$ cat config.mk
export PLATFORM = sky130hd
export DESIGN_NAME = dsp_mac_stage
export DESIGN_NICKNAME = d
export VERILOG_FILES = /design/src/rtl/dsp_pkg.sv /design/src/rtl/dsp_pipe_reg.sv /design/src/rtl/dsp_mac_stage.sv
export SDC_FILE = /design/constraint.sdc
export NUM_CORES = 2
export LEC_CHECK = 0
export CAP_MARGIN = 0
export CORE_MARGIN = 2
export CORE_UTILIZATION = 25
export CTS_CLUSTER_SIZE = 14
export DETAILED_ROUTE_END_ITERATION = 12
export GPL_ROUTABILITY_DRIVEN = 1
export HOLD_SLACK_MARGIN = 0.15
export REMOVE_ABC_BUFFERS = 1
export SKIP_LAST_GASP = 1
export SYNTH_ARGS = -nofsm -noshare
export SYNTH_HDL_FRONTEND = slang
export SYNTH_HIERARCHICAL = 1
export SYNTH_SLANG_ARGS = --single-unit
$ cat constraint.sdc
create_clock -name clk -period 21.4 [get_ports clk]
set_input_delay 3.21 -clock clk [delete_from_list [all_inputs] [get_ports clk]]
set_output_delay 3.21 -clock clk [all_outputs]
set_load 0.05 [all_outputs]
$ cat src/rtl/dsp_pkg.sv
// Shared constants for the DSP slice: OPMODE bit positions, default widths
// and the control bits that ride along with the MAC pipeline.
package dsp_pkg;

    localparam int OP_PREADD  = 0;
    localparam int OP_PRESUB  = 1;
    localparam int OP_ACC     = 2;
    localparam int OP_POSTSUB = 3;

    localparam int AW_DEF = 18;
    localparam int PW_DEF = 48;

    typedef struct packed {
        logic acc;
        logic postsub;
    } mac_ctl_t;

endpackage

$ cat src/rtl/dsp_pipe_reg.sv
// Enabled pipeline register with synchronous active-low clear; one instance per stage field.
module dsp_pipe_reg #(
    parameter int WIDTH = 1
) (
    input  logic             clk,
    input  logic             rst,
    input  logic             en,
    input  logic [WIDTH-1:0] d,
    output logic [WIDTH-1:0] q
);

    always_ff @(posedge clk) begin
        if (!rst) begin
            q <= '0;
        end else if (en) begin
            q <= d;
        end
    end

endmodule

$ cat src/rtl/dsp_mac_stage.sv
// Pre-add / multiply / post-add-accumulate pipeline of the DSP slice.
// All three stages advance together under a single valid/ready handshake.
module dsp_mac_stage
    import dsp_pkg::*;
#(
    parameter int AW         = AW_DEF,
    parameter int PW         = PW_DEF,
    parameter int USE_PREADD = 1
) (
    input  logic          clk,
    input  logic          rst,
    input  logic          in_valid,
    output logic          in_ready,
    input  logic [AW-1:0] a,
    input  logic [AW-1:0] b,
    input  logic [AW-1:0] d,
    input  logic [PW-1:0] c,
    input  logic [3:0]    opmode,
    output logic          out_valid,
    input  logic          out_ready,
    output logic [PW-1:0] p,
    output logic          carry_out,
    output logic          ovf,
    input  logic          clr_ovf
);

    logic                   adv;
    logic                   load3;

    logic                   v1_d, v1_q;
    logic [AW-1:0]          a1_d, a1_q;
    logic [AW-1:0]          pre1_d, pre1_q;
    logic [PW-1:0]          c1_d, c1_q;
    mac_ctl_t               ctl1_d, ctl1_q;

    logic                   v2_d, v2_q;
    logic [PW-1:0]          m2_d, m2_q;
    logic [PW-1:0]          c2_d, c2_q;
    mac_ctl_t               ctl2_d, ctl2_q;

    logic                   v3_d, v3_q;
    logic [PW-1:0]          p_d, p_q;
    logic                   carry_d, carry_q;
    logic                   ovf_d, ovf_q;

    logic signed [2*AW-1:0] a_ext, pre_ext, prod;
    logic [PW-1:0]          z, y;
    logic [PW:0]            sum;
    logic                   ovf_new;

    always_comb begin
        adv    = out_ready | ~v3_q;
        load3  = adv & v2_q;

        v1_d   = in_valid;
        a1_d   = a;
        c1_d   = c;
        ctl1_d = '{acc: opmode[OP_ACC], postsub: opmode[OP_POSTSUB]};
        pre1_d = b;
        if (USE_PREADD != 0 && opmode[OP_PREADD]) begin
            pre1_d = opmode[OP_PRESUB] ? (d - b) : (d + b);
        end

        v2_d    = v1_q;
        c2_d    = c1_q;
        ctl2_d  = ctl1_q;
        a_ext   = (2*AW)'($signed(a1_q));
        pre_ext = (2*AW)'($signed(pre1_q));
        prod    = a_ext * pre_ext;
        m2_d    = PW'(prod);

        // Subtraction is Z + ~M + 1, so the carry out is the inverted borrow.
        v3_d    = v2_q;
        z       = ctl2_q.acc ? p_q : c2_q;
        y       = ctl2_q.postsub ? ~m2_q : m2_q;
        sum     = {1'b0, z} + {1'b0, y} + {{PW{1'b0}}, ctl2_q.postsub};
        p_d     = sum[PW-1:0];
        carry_d = sum[PW];
        ovf_new = (z[PW-1] == y[PW-1]) && (p_d[PW-1] != z[PW-1]);
        ovf_d   = (load3 & ovf_new) | (ovf_q & ~clr_ovf);
    end

    dsp_pipe_reg #(.WIDTH(1))                u_v1   (.clk(clk), .rst(rst), .en(adv), .d(v1_d),   .q(v1_q));
    dsp_pipe_reg #(.WIDTH(AW))               u_a1   (.clk(clk), .rst(rst), .en(adv), .d(a1_d),   .q(a1_q));
    dsp_pipe_reg #(.WIDTH(AW))               u_pre1 (.clk(clk), .rst(rst), .en(adv), .d(pre1_d), .q(pre1_q));
    dsp_pipe_reg #(.WIDTH(PW))               u_c1   (.clk(clk), .rst(rst), .en(adv), .d(c1_d),   .q(c1_q));
    dsp_pipe_reg #(.WIDTH($bits(mac_ctl_t))) u_ctl1 (.clk(clk), .rst(rst), .en(adv), .d(ctl1_d), .q(ctl1_q));

    dsp_pipe_reg #(.WIDTH(1))                u_v2   (.clk(clk), .rst(rst), .en(adv), .d(v2_d),   .q(v2_q));
    dsp_pipe_reg #(.WIDTH(PW))               u_m2   (.clk(clk), .rst(rst), .en(adv), .d(m2_d),   .q(m2_q));
    dsp_pipe_reg #(.WIDTH(PW))               u_c2   (.clk(clk), .rst(rst), .en(adv), .d(c2_d),   .q(c2_q));
    dsp_pipe_reg #(.WIDTH($bits(mac_ctl_t))) u_ctl2 (.clk(clk), .rst(rst), .en(adv), .d(ctl2_d), .q(ctl2_q));

    // Result registers only load on real beats, so bubbles leave p and carry untouched.
    dsp_pipe_reg #(.WIDTH(1))                u_v3   (.clk(clk), .rst(rst), .en(adv),   .d(v3_d),    .q(v3_q));
    dsp_pipe_reg #(.WIDTH(PW))               u_p    (.clk(clk), .rst(rst), .en(load3), .d(p_d),     .q(p_q));
    dsp_pipe_reg #(.WIDTH(1))                u_cy   (.clk(clk), .rst(rst), .en(load3), .d(carry_d), .q(carry_q));
    dsp_pipe_reg #(.WIDTH(1))                u_ovf  (.clk(clk), .rst(rst), .en(1'b1),  .d(ovf_d),   .q(ovf_q));

    assign in_ready  = adv;
    assign out_valid = v3_q;
    assign p         = p_q;
    assign carry_out = carry_q;
    assign ovf       = ovf_q;

endmodule

; ---- After elaboration in Yosys (flattened, before gate mapping)
; Cells that the tools add are included.
[word_totals]
input_bits = 111
register_bits = 225
out_inout_bits = 52
[classes]
n_mul = 1
n_eq_ne = 2
n_reduce_logical = 1
n_addsub = 4
muxes = 4
n_bitwise = 8
[op_table]
columns = cell, count
row1 = $mux 48, 2
row2 = $add 48x48->49, 1
row3 = $add 49x1->49, 1
row4 = $not 48->48, 1
row5 = $mul 18x18->36, 1
row6 = $mux 18, 2
row7 = $add 18x18->18, 1
row8 = $sub 18x18->18, 1
row9 = $and 1x1->1, 3
row10 = $not 1->1, 2
row11 = $or 1x1->1, 2
row12 = $eq 1x1->1, 1
row13 = $logic_and 1x1->1, 1
row14 = $ne 1x1->1, 1

; ---- Depth between registers and ports, before layout
[depth]
depth_word = 8
ltp_mapped = 27

; ---- Cells and area by module
; The synthesis kept the hierarchy.
[modules_own_cells]
columns = module, n_inst, area_per_inst_um2, seq_area_each_um2, cells_per_inst
row1 = dsp_mac_stage, 1, 17449.2, 0.0, 2072
row2 = dsp_pipe_reg (u_c1 ...), 4, 1845.5, 960.9, 155
row3 = dsp_pipe_reg (u_a1 ...), 2, 688.2, 360.3, 57
row4 = dsp_pipe_reg (u_cy ...), 5, 36.3, 20.0, 3
row5 = dsp_pipe_reg (u_ctl1 ...), 2, 72.6, 40.0, 6

; ---- Worst setup path before layout
; OpenSTA, ideal clock, no wires.
[synth_timing]
path_kind = input to output
startpoint = in out_ready
endpoint = out in_ready
path_buffers = 0
t_required_ps = 18190
cell_stages = 1
t_arrival_ps = 3986
setup_slack_ps = 14204
cell_sequence = nand2b_1
[synth_via]
elab_chain_cells = 1
[synth_lines]
columns = item, line
row1 = "start, declared", dsp_mac_stage.sv:20  ; input logic out_ready,
row2 = $or 1x1->1, dsp_mac_stage.sv:52  ; adv = out_ready | ~v3_q;
row3 = "end, declared", dsp_mac_stage.sv:13  ; output logic in_ready,
; Every way passes these cells.

; ---- Final worst setup path
; Ends and elaborated chain as after synthesis.

==> impl_results.md <==
- Port buffer count: 162
- Post-synth cell types: 80
- Htree depth: 1
- First-pass GRT wire length: 107 mm
- Clk_skew: 0.0500 ns
- GPL Wtd Cong: 0.847
- Worst r2r path cells: 25
- Synth Warn #: 6
- Std-Cell Core Area: 105000 µm²
- Status: complete, no violations
- I/O pin count: 163
- CTS Hold Bufs: 0
- Total Nets Final: 3520
- CTS resizes: 0
- Initial Util: 0.252
- CP Capture Type: output pin
- F_max: 0.117 GHz
- First-pass iteration count of the detailed router: 5
- Seq/Total Area, Yosys: 0.179
- Routed WL: 67.5 mm
- Row Count: 119
- Worst Path Required: 18.19 ns
- Die Area: 109000 µm²
- Post-DP Area: 29300 µm²
- Largest net degree at the start of global routing: 126
- Synth Flop Type: dfxtp_1
- CP max FO: 50
- Layout cell share with drive strength beyond 1: 0.0487
- CTS Buffer Depth: 3
- Crit-path slowest cell: clkdlybuf4s50_1
- Worst path max stage delay: 0.95 ns
- CP most frequent cell: clkdlybuf4s50_1
- HPWL after DPL: 51.9 mm
- # fillers: 11000
- Via/cell ratio: 4.41
- Final max-slew violation count: 0
- Synthesized area: 26500 µm²
- Register area: 4750 µm²
- CTS sink cnt: 237
- Final worst-path cycle share: 0.399
- Startpoint types: primary input
- Arrival @ worst endpoint: 5.32 ns
- RSZ-0062 raised after global routing: no
- R2R setup slack: 13.86 ns
- Post-CTS Setup Bufs: 0
- Design area: 30200 µm²
- Top Metal Used: met5
- Avg Inst Size Synth: 9.37 µm²
- #FFs+latches synth: 237
- CP Class: in2out
- CP Cell Sequence: clkdlybuf4s50_1 -> nand2b_4 -> clkdlybuf4s50_1
- Worst-skew pair later-pin latency: 0.62 ns
- Gr ovfl total: 0
- Number of hold violations in the final report: 0
- Async set or reset register ratio after synthesis: 0
- Met2 WL post-DR: 32.0 mm
- Routed length on met1: 31.2 mm
- Rel. slew slack: 0.250
- Worst VDD drop: 0.0882 mV
- Leakage: 14.7 nW
- WHS Path Cells: 2
- Vias in the first global route: 19400
- Drt wl/cell: 15.6 µm
- Multi-input logic area: 19500 µm²
- Initial DRC Count: 926
- Met3 wire len: 2.78 mm
- Max Cap Viol: 0
- Final min period: 8.53 ns
- Gate Count Post-Synth: 2833
- Final Setup Violations: 0
- Cell Pwr Density: 101 nW/µm²
- Clock root buffer: clkbuf_16
- Die W: 330 µm
- Number of flops mapped to enable cells by yosys: 0
- Hold/Removal Path Class: reg2reg
- Number of remaining DRC errors: 0
- Die Y-Extent: 330 µm
- Initial antenna violation count: 7
- TritonCTS clock tree: done
- CTS buffer count: 30
- Setup_tns: 0 ns
- Antenna viol nets, final: 0
- Vias: 19100
- Worst-path clk slew: 0.06 ns
- Syn-to-layout area delta: 14.0%
- Tot GR Track Use: 0.123
- Worst slew pin tran: 1.12 ns
-- logic make-up after synthesis --
family / share of synthesized area
AO/OA/AOI/OAI: 0.0779
XOR/XNOR: 0.0489
adder cells (fa/ha/maj): 0.324
buffers and inverters: 0.0866
flip-flops: 0.179
multiplexers: 0.118
other: 0.000141
AND/OR/NAND/NOR: 0.165
-- stage by stage --
stage | worst slack (ns) | hold WS, ns | total power, mW | cells | utilization
global route | 12.77 | 0.535 | 3.37 | 4332 | 0.287
detailed placement | 12.84 | 0.504 | 2.59 | 4279 | 0.278
CTS | 12.83 | 0.505 | 3.11 | 4330 | 0.287
finish | 12.87 | 0.510 | 3.06 | 4333 | 0.287
floorplan | 8.28 | 0.478 | 2.10 | 2711 | -
global placement | 12.86 | 0.494 | 2.56 | 4279 | 0.278
-- flip-flops by register name, indices dropped and copies added, names as in the netlist --
signal,flops
u_c1/q,48
u_c2/q,48
u_m2/q,48
u_p/q,48
u_a1/q,18
u_pre1/q,18
u_ctl1/q,2
u_ctl2/q,2
u_cy/q,1
u_ovf/q,1
u_v1/q,1
u_v2/q,1
u_v3/q,1
-- layout make-up --
class                   count  area share
multi-input cells        2064       0.645
flip-flops and latches    237       0.157
well taps                1391      0.0576
repair buffers            177      0.0574
inverters                 410      0.0509
clock buffers              40      0.0281
clock inverters            11     0.00401
diodes                      3    0.000248
-- critical path, delay by kind of cell --
family,cells,cell delay (ns)
buf+inv,2,1.42
simple gates,1,0.69
-- synthesized netlist by cell type (all sizes together), types with 45 or more instances --
cell	n	area, µm²
inv	410	1540
fa	331	6630
nor2b	254	1590
mux2i	246	2460
dfxtp	237	4740
nand2	186	698
and2	170	1060
ha	158	1980
nor2	95	357
a21oi	91	463
clkbuf	77	289
xnor2	74	648
xor2	74	648
mux2	60	679
o21ai	59	303
a21o	50	375
buf	45	469
-- worst paths after layout --
check	startpoint	to
worst max register to register	u_pre1/q[0]$_SDFFE_PN0P_	u_m2/q[39]$_SDFFE_PN0P_
worst min-delay path	u_c1/q[20]$_SDFFE_PN0P_	u_c2/q[20]$_SDFFE_PN0P_
worst min register to register	u_c1/q[20]$_SDFFE_PN0P_	u_c2/q[20]$_SDFFE_PN0P_
worst max-delay path	out_ready	in_ready
-- power breakdown --
group / switching (mW) / internal, mW
Clock: 0.208 / 0.289
Sequential: 0.0724 / 0.507
Combinational: 1.12 / 0.867
-- placed cells by master (no fill, tap or decap), types with 5 or more instances in the layout --
| cell | synthesis | layout |
|---|---|---|
| ha_1 | 158 | 158 |
| nand2b_1 | 15 | 14 |
| nand4_1 | 11 | 11 |
| nor2b_1 | 254 | 254 |
| mux2_2 | 59 | 59 |
| fa_1 | 331 | 331 |
| nand2_1 | 186 | 186 |
| xor2_1 | 74 | 74 |
| and3_1 | 13 | 13 |
| o21bai_1 | 14 | 14 |
| o21ai_1 | 18 | 18 |
| o21a_1 | 13 | 13 |
| a21oi_1 | 89 | 89 |
| nor2_1 | 95 | 95 |
| a2111oi_0 | 5 | 5 |
| inv_1 | 410 | 409 |
| clkbuf_16 | 0 | 30 |
| clkdlybuf4s50_1 | 0 | 161 |
| and2_1 | 170 | 170 |
| a21o_1 | 50 | 50 |
| buf_4 | 12 | 15 |
| o31ai_1 | 6 | 6 |
| mux2i_1 | 246 | 246 |
| xnor2_1 | 74 | 74 |
| nor4_1 | 7 | 7 |
| nor3_1 | 17 | 17 |
| nand3_1 | 19 | 19 |
| o21ai_0 | 39 | 39 |
| dfxtp_1 | 237 | 235 |
| a31oi_1 | 10 | 10 |
| clkbuf_8 | 0 | 6 |
| a211oi_1 | 14 | 14 |
-- metal layers --
layer	vias to the layer above	track usage
met1	9440	0.167
met2	333	0.208
met3	101	0.0136
li1	9232	-
met5	-	0
met4	10	0.0302
(Power assumes the default switching activity.)
